--- src/rtl/vga_pkg.sv ---
// vga_pkg: shared definitions for the scan-out path, the rasteriser and the
// video memory.
//   - 640x480@60 timing constants (default geometry)
//   - coord_t: pixel coordinate, COORD_W bits
//   - rgb444_t: 12-bit pixel word, R in [3:0], G in [7:4], B in [11:8]
//   - swap_state_t: front/back buffer swap handshake states
package vga_pkg;

   localparam int unsigned COORD_W = 11;
   typedef logic [COORD_W-1:0] coord_t;

   localparam int unsigned VGA_H_ACTIVE = 640;
   localparam int unsigned VGA_H_FP     = 16;
   localparam int unsigned VGA_H_SYNC   = 96;
   localparam int unsigned VGA_H_BP     = 48;
   localparam int unsigned VGA_V_ACTIVE = 480;
   localparam int unsigned VGA_V_FP     = 10;
   localparam int unsigned VGA_V_SYNC   = 2;
   localparam int unsigned VGA_V_BP     = 33;
   localparam logic        VGA_SYNC_ACTIVE = 1'b0;

   // Packed MSB-first, so b lands in [11:8] and r in [3:0].
   typedef struct packed {
      logic [3:0] b;
      logic [3:0] g;
      logic [3:0] r;
   } rgb444_t;

   typedef enum logic {
      SWAP_IDLE    = 1'b0,
      SWAP_PENDING = 1'b1
   } swap_state_t;

   function automatic logic in_range(input coord_t c, input coord_t lo, input coord_t hi);
      return (c >= lo) && (c < hi);
   endfunction

endpackage

--- src/rtl/vga_timing_gen.sv ---
// vga_timing_gen: horizontal/vertical scan counters and the raw (stage S0)
// timing flags derived from them. Everything advances only on pix_en.
// Ports:
//   clk, rst_n      clock, async active-low reset
//   pix_en          pixel strobe
//   h_cnt, v_cnt    current scan position
//   active          position is inside the visible area
//   hs, vs          sync levels (SYNC_ACTIVE while in the sync window)
//   vblank          v_cnt >= V_ACTIVE
//   frame_origin    counters sit at (0,0) because they wrapped (not after reset)
//   vblank_start    this pix_en tick moves v_cnt to V_ACTIVE
module vga_timing_gen
   import vga_pkg::*;
#(
   parameter int unsigned H_ACTIVE    = VGA_H_ACTIVE,
   parameter int unsigned H_FP        = VGA_H_FP,
   parameter int unsigned H_SYNC      = VGA_H_SYNC,
   parameter int unsigned H_BP        = VGA_H_BP,
   parameter int unsigned V_ACTIVE    = VGA_V_ACTIVE,
   parameter int unsigned V_FP        = VGA_V_FP,
   parameter int unsigned V_SYNC      = VGA_V_SYNC,
   parameter int unsigned V_BP        = VGA_V_BP,
   parameter logic        SYNC_ACTIVE = VGA_SYNC_ACTIVE
) (
   input  logic               clk,
   input  logic               rst_n,
   input  logic               pix_en,
   output logic [COORD_W-1:0] h_cnt,
   output logic [COORD_W-1:0] v_cnt,
   output logic               active,
   output logic               hs,
   output logic               vs,
   output logic               vblank,
   output logic               frame_origin,
   output logic               vblank_start
);

   localparam coord_t HA        = coord_t'(H_ACTIVE);
   localparam coord_t H_SYNC_LO = coord_t'(H_ACTIVE + H_FP);
   localparam coord_t H_SYNC_HI = coord_t'(H_ACTIVE + H_FP + H_SYNC);
   localparam coord_t H_LAST    = coord_t'(H_ACTIVE + H_FP + H_SYNC + H_BP - 1);
   localparam coord_t VA        = coord_t'(V_ACTIVE);
   localparam coord_t V_PRE     = coord_t'(V_ACTIVE - 1);
   localparam coord_t V_SYNC_LO = coord_t'(V_ACTIVE + V_FP);
   localparam coord_t V_SYNC_HI = coord_t'(V_ACTIVE + V_FP + V_SYNC);
   localparam coord_t V_LAST    = coord_t'(V_ACTIVE + V_FP + V_SYNC + V_BP - 1);

   logic h_last;
   logic v_last;
   logic wrapped;

   assign h_last = (h_cnt == H_LAST);
   assign v_last = (v_cnt == V_LAST);

   always_ff @(posedge clk or negedge rst_n) begin
      if (!rst_n) begin
         h_cnt   <= '0;
         v_cnt   <= '0;
         wrapped <= 1'b0;
      end else if (pix_en) begin
         wrapped <= h_last && v_last;
         if (h_last) begin
            h_cnt <= '0;
            v_cnt <= v_last ? '0 : v_cnt + 1'b1;
         end else begin
            h_cnt <= h_cnt + 1'b1;
         end
      end
   end

   assign active       = (h_cnt < HA) && (v_cnt < VA);
   assign hs           = in_range(h_cnt, H_SYNC_LO, H_SYNC_HI) ? SYNC_ACTIVE : ~SYNC_ACTIVE;
   assign vs           = in_range(v_cnt, V_SYNC_LO, V_SYNC_HI) ? SYNC_ACTIVE : ~SYNC_ACTIVE;
   assign vblank       = (v_cnt >= VA);
   // The reset-time (0,0) is not a frame boundary; only a wrap is.
   assign frame_origin = wrapped;
   assign vblank_start = pix_en && h_last && (v_cnt == V_PRE);

endmodule

--- src/rtl/vga_scanout.sv ---
// vga_scanout: VGA scan-out engine. Generates the timing, reads one RGB444
// word per visible pixel from video memory, blanks outside the visible area,
// drives registered colour/sync pins and hands buffers over from the
// rasteriser only at the start of vertical blanking.
// Pipeline in pix_en ticks: S0 counters -> S1 read request/memory data ->
// S2 pins (2 ticks from counter to pins, syncs delayed to match).
// Ports:
//   clk, rst_n, pix_en               clock, async active-low reset, pixel strobe
//   mem_rd_en/x/y/buf, mem_rd_data   video memory read port (data valid in S1)
//   swap_req, swap_ack               buffer swap handshake
//   vga_r/g/b, vga_hs, vga_vs        pins
//   vblank, frame_start              status, aligned with the pins
// Optional build macro VGA_SCANOUT_TEST_PATTERN_EN adds input test_mode,
// which replaces memory data with colour bars indexed by x[9:7] and
// suppresses memory reads.
//
// Swap FSM:
//   state        | meaning
//   SWAP_IDLE    | no swap requested
//   SWAP_PENDING | back buffer ready; swap at next vblank start if still requested
module vga_scanout
   import vga_pkg::*;
#(
   parameter int unsigned H_ACTIVE    = VGA_H_ACTIVE,
   parameter int unsigned H_FP        = VGA_H_FP,
   parameter int unsigned H_SYNC      = VGA_H_SYNC,
   parameter int unsigned H_BP        = VGA_H_BP,
   parameter int unsigned V_ACTIVE    = VGA_V_ACTIVE,
   parameter int unsigned V_FP        = VGA_V_FP,
   parameter int unsigned V_SYNC      = VGA_V_SYNC,
   parameter int unsigned V_BP        = VGA_V_BP,
   parameter logic        SYNC_ACTIVE = VGA_SYNC_ACTIVE
) (
   input  logic               clk,
   input  logic               rst_n,
   input  logic               pix_en,
`ifdef VGA_SCANOUT_TEST_PATTERN_EN
   input  logic               test_mode,
`endif
   output logic               mem_rd_en,
   output logic [COORD_W-1:0] mem_rd_x,
   output logic [COORD_W-1:0] mem_rd_y,
   output logic               mem_rd_buf,
   input  logic [11:0]        mem_rd_data,
   input  logic               swap_req,
   output logic               swap_ack,
   output logic [3:0]         vga_r,
   output logic [3:0]         vga_g,
   output logic [3:0]         vga_b,
   output logic               vga_hs,
   output logic               vga_vs,
   output logic               vblank,
   output logic               frame_start
);

   coord_t h_cnt, v_cnt;
   logic   t_active, t_hs, t_vs, t_vblank, t_origin, t_vb_start;

   vga_timing_gen #(
      .H_ACTIVE(H_ACTIVE), .H_FP(H_FP), .H_SYNC(H_SYNC), .H_BP(H_BP),
      .V_ACTIVE(V_ACTIVE), .V_FP(V_FP), .V_SYNC(V_SYNC), .V_BP(V_BP),
      .SYNC_ACTIVE(SYNC_ACTIVE)
   ) u_timing (
      .clk          (clk),
      .rst_n        (rst_n),
      .pix_en       (pix_en),
      .h_cnt        (h_cnt),
      .v_cnt        (v_cnt),
      .active       (t_active),
      .hs           (t_hs),
      .vs           (t_vs),
      .vblank       (t_vblank),
      .frame_origin (t_origin),
      .vblank_start (t_vb_start)
   );

   // S1: read request plus timing flags travelling alongside it
   logic act_d1, hs_d1, vs_d1, vb_d1, origin_d1;

   always_ff @(posedge clk or negedge rst_n) begin
      if (!rst_n) begin
         mem_rd_en <= 1'b0;
         mem_rd_x  <= '0;
         mem_rd_y  <= '0;
         act_d1    <= 1'b0;
         hs_d1     <= ~SYNC_ACTIVE;
         vs_d1     <= ~SYNC_ACTIVE;
         vb_d1     <= 1'b0;
         origin_d1 <= 1'b0;
      end else if (pix_en) begin
`ifdef VGA_SCANOUT_TEST_PATTERN_EN
         mem_rd_en <= t_active && !test_mode;
`else
         mem_rd_en <= t_active;
`endif
         // Coordinates only move inside the visible area; the pattern
         // generator reuses them as its x.
         if (t_active) begin
            mem_rd_x <= h_cnt;
            mem_rd_y <= v_cnt;
         end
         act_d1    <= t_active;
         hs_d1     <= t_hs;
         vs_d1     <= t_vs;
         vb_d1     <= t_vblank;
         origin_d1 <= t_origin;
      end
   end

   // S2 colour select
   rgb444_t pix_next, pix_q;

`ifdef VGA_SCANOUT_TEST_PATTERN_EN
   logic [2:0] bar_idx;
   assign bar_idx = mem_rd_x[9:7];
`endif

   always_comb begin
      pix_next = '0;
      if (act_d1) begin
         pix_next = rgb444_t'(mem_rd_data);
`ifdef VGA_SCANOUT_TEST_PATTERN_EN
         if (test_mode) begin
            pix_next.r = {4{bar_idx[0]}};
            pix_next.g = {4{bar_idx[1]}};
            pix_next.b = {4{bar_idx[2]}};
         end
`endif
      end
   end

   always_ff @(posedge clk or negedge rst_n) begin
      if (!rst_n) begin
         pix_q       <= '0;
         vga_hs      <= ~SYNC_ACTIVE;
         vga_vs      <= ~SYNC_ACTIVE;
         vblank      <= 1'b0;
         frame_start <= 1'b0;
      end else begin
         frame_start <= pix_en && origin_d1;
         if (pix_en) begin
            pix_q  <= pix_next;
            vga_hs <= hs_d1;
            vga_vs <= vs_d1;
            vblank <= vb_d1;
         end
      end
   end

   assign vga_r = pix_q.r;
   assign vga_g = pix_q.g;
   assign vga_b = pix_q.b;

   // Swap FSM
   swap_state_t swap_state, swap_next;
   logic        do_swap;

   always_ff @(posedge clk or negedge rst_n) begin
      if (!rst_n) begin
         swap_state <= SWAP_IDLE;
         mem_rd_buf <= 1'b0;
         swap_ack   <= 1'b0;
      end else begin
         swap_state <= swap_next;
         swap_ack   <= do_swap;
         if (do_swap) begin
            mem_rd_buf <= ~mem_rd_buf;
         end
      end
   end

   always_comb begin
      swap_next = swap_state;
      do_swap   = 1'b0;
      case (swap_state)
         SWAP_IDLE: begin
            if (swap_req) swap_next = SWAP_PENDING;
         end
         SWAP_PENDING: begin
            if (!swap_req) begin
               swap_next = SWAP_IDLE;
            end else if (t_vb_start) begin
               do_swap   = 1'b1;
               swap_next = SWAP_IDLE;
            end
         end
         default: swap_next = SWAP_IDLE;
      endcase
   end

endmodule

--- config.mk ---
export PLATFORM = sky130hd
export DESIGN_NAME = vga_scanout
export DESIGN_NICKNAME = d
export VERILOG_FILES = /design/src/rtl/vga_pkg.sv /design/src/rtl/vga_timing_gen.sv /design/src/rtl/vga_scanout.sv
export SDC_FILE = /design/constraint.sdc
export NUM_CORES = 1
export LEC_CHECK = 0
export ABC_AREA = 1
export CAP_MARGIN = 20
export CORE_ASPECT_RATIO = 1.1
export CORE_MARGIN = 5
export CORE_UTILIZATION = 47
export DETAILED_ROUTE_END_ITERATION = 16
export GPL_ROUTABILITY_DRIVEN = 1
export PLACE_DENSITY = 0.75
export SKIP_CTS_REPAIR_TIMING = 1
export SYNTH_ARGS = -nofsm -noshare
export SYNTH_HDL_FRONTEND = slang
export SYNTH_SLANG_ARGS = --single-unit
--- constraint.sdc ---
create_clock -name clk -period 1.3 [get_ports clk]
set_input_delay 0.195 -clock clk [delete_from_list [all_inputs] [get_ports clk]]
set_output_delay 0.195 -clock clk [all_outputs]
set_load 0.01 [all_outputs]
Word level (Yosys, flattened, before mapping). Cells that the tools add are included.

$add $sub $neg: 2. Order comparisons: 7. Equality and inequality tests: 3. Mux-type cells: 12. Bitwise operators: 2. Reduce and logical (&&, ||, !) cells: 9.

Operator list (number): $add A11 B1 Y11 const B (2); $eq A11 B10 Y1 const B (2); $ge A11 B9 Y1 const B (2); $lt A11 B10 Y1 const B (2); $lt A11 B9 Y1 const B (2); $mux W11 (2); $mux W12 (1); $eq A11 B9 Y1 const B (1); $ge A11 B10 Y1 const B (1); $mux W1 (8); $logic_and A1 B1 Y1 (7); $reduce_and A2 Y1 (2); $not A1 Y1 (2); $pmux W1 S2 (1).

Register bits: 69.

Longest topological paths before layout. Gate-level depths: netlist of the first run.

Word-level depth: 6. Gate-level depth with buffers: 9. Depth with buffers taken out: 8.

Hierarchy. From an unflattened synthesis of the first run, not the netlist that was laid out.

Cell total of the unflattened synthesis: 423. Area total of the unflattened synthesis: 3370.7 um^2.

By module, submodules not included: vga_scanout (instances 1, cells each 195, area an instance 1800.5 um^2, seq. area each 1156.1 um^2); vga_timing_gen (instances 1, cells each 228, area an instance 1570.3 um^2, seq. area each 575.6 um^2).

Worst setup path before layout of the first run. OpenSTA, ideal clock, no wires.

Kind: flip-flop to flip-flop. Start: reg u_timing.v_cnt[1]. End: reg mem_rd_buf. Arrival: 1191 ps. Data required time: 1183 ps. Path slack: -8 ps. Stages on the path, launching flop included: 9. Period minus slack after synthesis: 1308 ps. Cells stage by stage: dfrtp_1 > ha_1 > nand3_1 > inv_1 > nand2_1 > nor2_1 > nand3_1 > nand2_1 > nand2_1.

Word-level cells in the longest chain between the ends: 5.

Ends and longest elaborated chain: start, declared (line vga_timing_gen.sv:29) `output logic [COORD_W-1:0] v_cnt,`; start signal, assigned (line vga_timing_gen.sv:64) `v_cnt <= v_last ? '0 : v_cnt + 1'b1;`; $eq A11 B9 Y1 (line vga_timing_gen.sv:77) `assign vblank_start = pix_en && h_last && (v_cnt == V_PRE);`; $logic_and A1 B1 Y1 (line vga_timing_gen.sv:77); $mux W1 (line vga_scanout.sv:182) `end else if (t_vb_start) begin`; $mux W1 (line vga_scanout.sv:180) `if (!swap_req) begin`; $mux W1 (line vga_scanout.sv:175) `case (swap_state)`; end signal, assigned (line vga_scanout.sv:167) `mem_rd_buf <= ~mem_rd_buf;`; end, declared (line vga_scanout.sv:43) `output logic mem_rd_buf,`.

Every way passes these cells. A chain may end at the register's enable or synchronous reset.

Worst setup path after layout of the first run.
Start: reg u_timing.h_cnt[1]. End: reg u_timing.v_cnt[9].

Word-level cells in the longest chain between the ends: 2.

Ends and longest elaborated chain: start, declared (line vga_timing_gen.sv:28) `output logic [COORD_W-1:0] h_cnt,`; start signal, assigned (line vga_timing_gen.sv:66) `h_cnt <= h_cnt + 1'b1;`; $eq A11 B10 Y1 (line vga_timing_gen.sv:52) `assign h_last = (h_cnt == H_LAST);`; $reduce_and A2 Y1 (no source line).

Every way passes these cells.

==> flow_metrics.env, run 1 <==
export IMPL_status="complete, but fails checks"
export IMPL_violations="negative setup slack"
export IMPL_grt_pass1_vias=2844
export IMPL_hold_class="in2async"
export IMPL_grt_ovfl_total=0
export IMPL_synth_cells=378
export IMPL_wire_per_inst_um=17.4
export IMPL_rows=31
export IMPL_synthesis_nets=398
export IMPL_synth_edf_count=0
export IMPL_critPathLaunchType="register"
export IMPL_setup_viol=48
export IMPL_ioPinCount=57
export IMPL_nNetsFinal=520
export IMPL_cts_sinks=69
export IMPL_tns_ns=-5.58
export IMPL_hold_viol=0
export IMPL_maxCapViolCount=0
export IMPL_worstMarginPinSlew_ns=0.368
export IMPL_fmax_mhz=669
export IMPL_leakagePower_nw=3.14
export IMPL_ir_drop_uv=1020
export IMPL_synthToLayoutAreaGrowth_pct=60.1
export IMPL_maxSlewHeadroom_pct=75.5
export IMPL_seq_power_share_pct=42.1
export IMPL_synth_seq_cells=69
export IMPL_switching_power_w=0.00225
export IMPL_fin_util_pct=78.1
export IMPL_post_route_min_period_ns=1.50
export IMPL_remaining_drc_errors=0
export IMPL_drt_initial_drc_count=278
export IMPL_gp_congestion=0.892
export IMPL_slowest_delay_ns=0.39
export IMPL_placed_cells=556
export IMPL_clkPwrFrac_pct=26.9
export IMPL_layout_setup_ws_ns=-0.196
export IMPL_cts_tree="yes"
export IMPL_async_flop_share_pct=100
export IMPL_clkTransAtPathRegs_ns=0.08
export IMPL_core_area_um2=6630
export IMPL_grt_pass1_wl_um=13400
export IMPL_route_vias_total=3121
export IMPL_finalMaxSlewViolations=0
export IMPL_synth_top_area_share_pct=50.3
export IMPL_dieArea_um2=8650
export IMPL_synthTopCellsByCount="nand2_1 (129), dfrtp_1 (65), inv_1 (36), nand3_1 (35), nor2_1 (32)"
export IMPL_cp_buffers_inverters=1
export IMPL_die_w_um=89.1
export IMPL_clkLatencyLatePin_ns=0.35
export IMPL_ys_warn_count=0
export IMPL_regArea_um2=1730
export IMPL_die_height_um=97.0
export IMPL_synth_cell_type_count=30
export IMPL_rsz0062_at_grt="true"
export IMPL_p_int_w=0.00440
export IMPL_multi_input_area_um2=1700
export IMPL_drive_gt1_share_pct=39.0
export IMPL_cts_buffers=9
export IMPL_crit_chain="ha_2, nand3_4, nand3b_4, nor2_4, clkbuf_16, nand3_2, nand2_1"
export IMPL_root_buffer="clkbuf_8"
export IMPL_swShare_pct=33.9
export IMPL_crit_type="reg2reg"
export IMPL_crit_fanout=5
export IMPL_hold_ws_ns=0.392
export IMPL_synthTopCellsByArea="dfrtp_1 (50%), nand2_1 (15%), nand3_1 (5.4%)"
export IMPL_cp_arrival_ns=1.78
export IMPL_syn_cell_area_um2=3240
export IMPL_period_share_pct=115
export IMPL_fin_skew_ns=0.00852
export IMPL_p_total_w=0.00665
export IMPL_syn_avg_cell_area_um2=8.56
export IMPL_clockBufferDepth=2
export IMPL_diodes=0
export IMPL_endpoint_kind="register"
export IMPL_cp_required_ns=1.58
export IMPL_synth_main_ff_cell="dfrtp_1"
export IMPL_drtAntennaViolNets=0
export IMPL_grtUsageTotal_pct=19.8
export IMPL_instances_no_fill=587
export IMPL_grt_start_max_net_pins=70
export IMPL_start_util_pct=48.8
export IMPL_firstDrtPassIters=4
export IMPL_routed_wl_um=10200
export IMPL_yosys_area_top_type="dfrtp_1"
export IMPL_cp_top_family="simple AND/OR/NAND/NOR gates"
export IMPL_cp_slowest_cell="dfrtp_1"
export IMPL_power_density_nw_per_um2=1280
export IMPL_pwr_share_comb_pct=30.9
export IMPL_fillers=407
export IMPL_h_tree_depth=3
export IMPL_synth_most_common_cell="nand2_1"
export IMPL_synth_seq_area_share_pct=53.5
export IMPL_place_hpwl_um=5680
export IMPL_viasPerCell=5.32
export IMPL_antenna_found_initial=0
export IMPL_io_buffers=56
==> cells by family (layout without fill, tap and decap cells) <==
group | Yosys count | after routing | synth area share, %
flops | 69 | 69 | 53.5
fa+ha+maj | 4 | 4 | 1.55
compound gates | 28 | 28 | 5.95
buf+inv | 51 | 177 | 7.08
simple gates | 218 | 219 | 29.7
xor+xnor | 8 | 8 | 2.17
==> final timing paths <==
| path | start | endpoint | slack (ns) | depth (start not counted) |
|---|---|---|---|---|
| max | u_timing.h_cnt[1] | u_timing.v_cnt[9] | -0.20 | 7 |
| min | rst_n | mem_rd_y[9] | 0.39 | 3 |
| max reg2reg | u_timing.h_cnt[1] | u_timing.v_cnt[9] | -0.20 | 7 |
| min reg2reg | vga_hs | vga_hs | 0.47 | 2 |
| max in group asynchronous | rst_n | vs_d1 | 0.58 | 3 |
| min in group clk | mem_rd_data[5] | vga_g[1] | 0.39 | 3 |
==> worst register-to-register path: stages, from the launching register on <==
cell and delay (ns):
dfrtp_1 0.39, ha_2 0.23, nand3_4 0.12, nand3b_4 0.20, nor2_4 0.18, clkbuf_16 0.18, nand3_2 0.05, nand2_1 0.08
==> power by group through the flow <==
stage | sequential, W | clock (W) | combinational (W)
floorplan | 0.00284 | 0 | 0.000670
global placement | 0.00274 | 0 | 0.00164
detailed placement | 0.00275 | 0 | 0.00167
CTS | 0.00272 | 0.00181 | 0.00168
global route | 0.00285 | 0.00191 | 0.00222
finish | 0.00280 | 0.00179 | 0.00206
==> state kept, by name, indices dropped and copies added (netlist names) <==
register,count
mem_rd_x,11
mem_rd_y,11
u_timing.h_cnt,11
u_timing.v_cnt,11
vga_b,4
vga_g,4
vga_r,4
act_d1,1
frame_start,1
hs_d1,1
mem_rd_buf,1
origin_d1,1
swap_ack,1
swap_state,1
u_timing.frame_origin,1
vb_d1,1
vblank,1
vga_hs,1
vga_vs,1
vs_d1,1
==> final cells by class <==
type | count | area share (%)
multi-input combinational | 259 | 32.8
tap | 82 | 1.98
timing repair buffer | 121 | 24.8
clock buffer | 10 | 2.66
clock inverter | 6 | 1.21
inverter | 40 | 3.04
sequential | 69 | 33.4
==> metal layers <==
metal | GRT usage [%] | vias up | share of wire (%)
met4 | 8.25 | 0 | 3.5
met1 | 25.4 | 1508 | 36
met2 | 31.8 | 136 | 54
met5 | 0 | - | 0
met3 | 4.25 | 38 | 6.7
li1 | - | 1439 | -
==> cells in the final DEF (no fill, tap or decap), types with 4 or more instances in the layout <==
| cell type | n |
|---|---|
| dfrtp_1 | 65 |
| nand2_2 | 17 |
| buf_12 | 4 |
| nand2_1 | 94 |
| nand2_4 | 22 |
| nand3_1 | 23 |
| clkdlybuf4s50_1 | 14 |
| a21oi_1 | 4 |
| nor2_1 | 15 |
| buf_4 | 51 |
| dlymetal6s2s_1 | 41 |
| dfstp_2 | 4 |
| nor2_4 | 11 |
| buf_6 | 5 |
| clkbuf_16 | 4 |
| nand4_1 | 4 |
| inv_1 | 28 |
| clkbuf_8 | 10 |
| nand3_2 | 11 |
| inv_2 | 11 |
| o21ai_2 | 16 |
| nor2_2 | 11 |
| xor2_1 | 7 |
==> metrics by stage <==
stage / cell area (um^2) / setup WS [ns]
after floorplan: 3240 / 0.000367
after global placement: 4250 / -0.360
after detailed placement: 4250 / -0.361
after CTS: 4450 / -0.327
after global routing: 5180 / -0.269
final: 5180 / -0.196
(Power assumes the default switching activity.)
==> inputs of run 2 (changes only) <==
- CAP_MARGIN: 20 -> unset
- HOLD_SLACK_MARGIN: unset -> 0.1
==> results of run 2 <==
No change in the layout: final DEF, timing and power equal those of run 1.
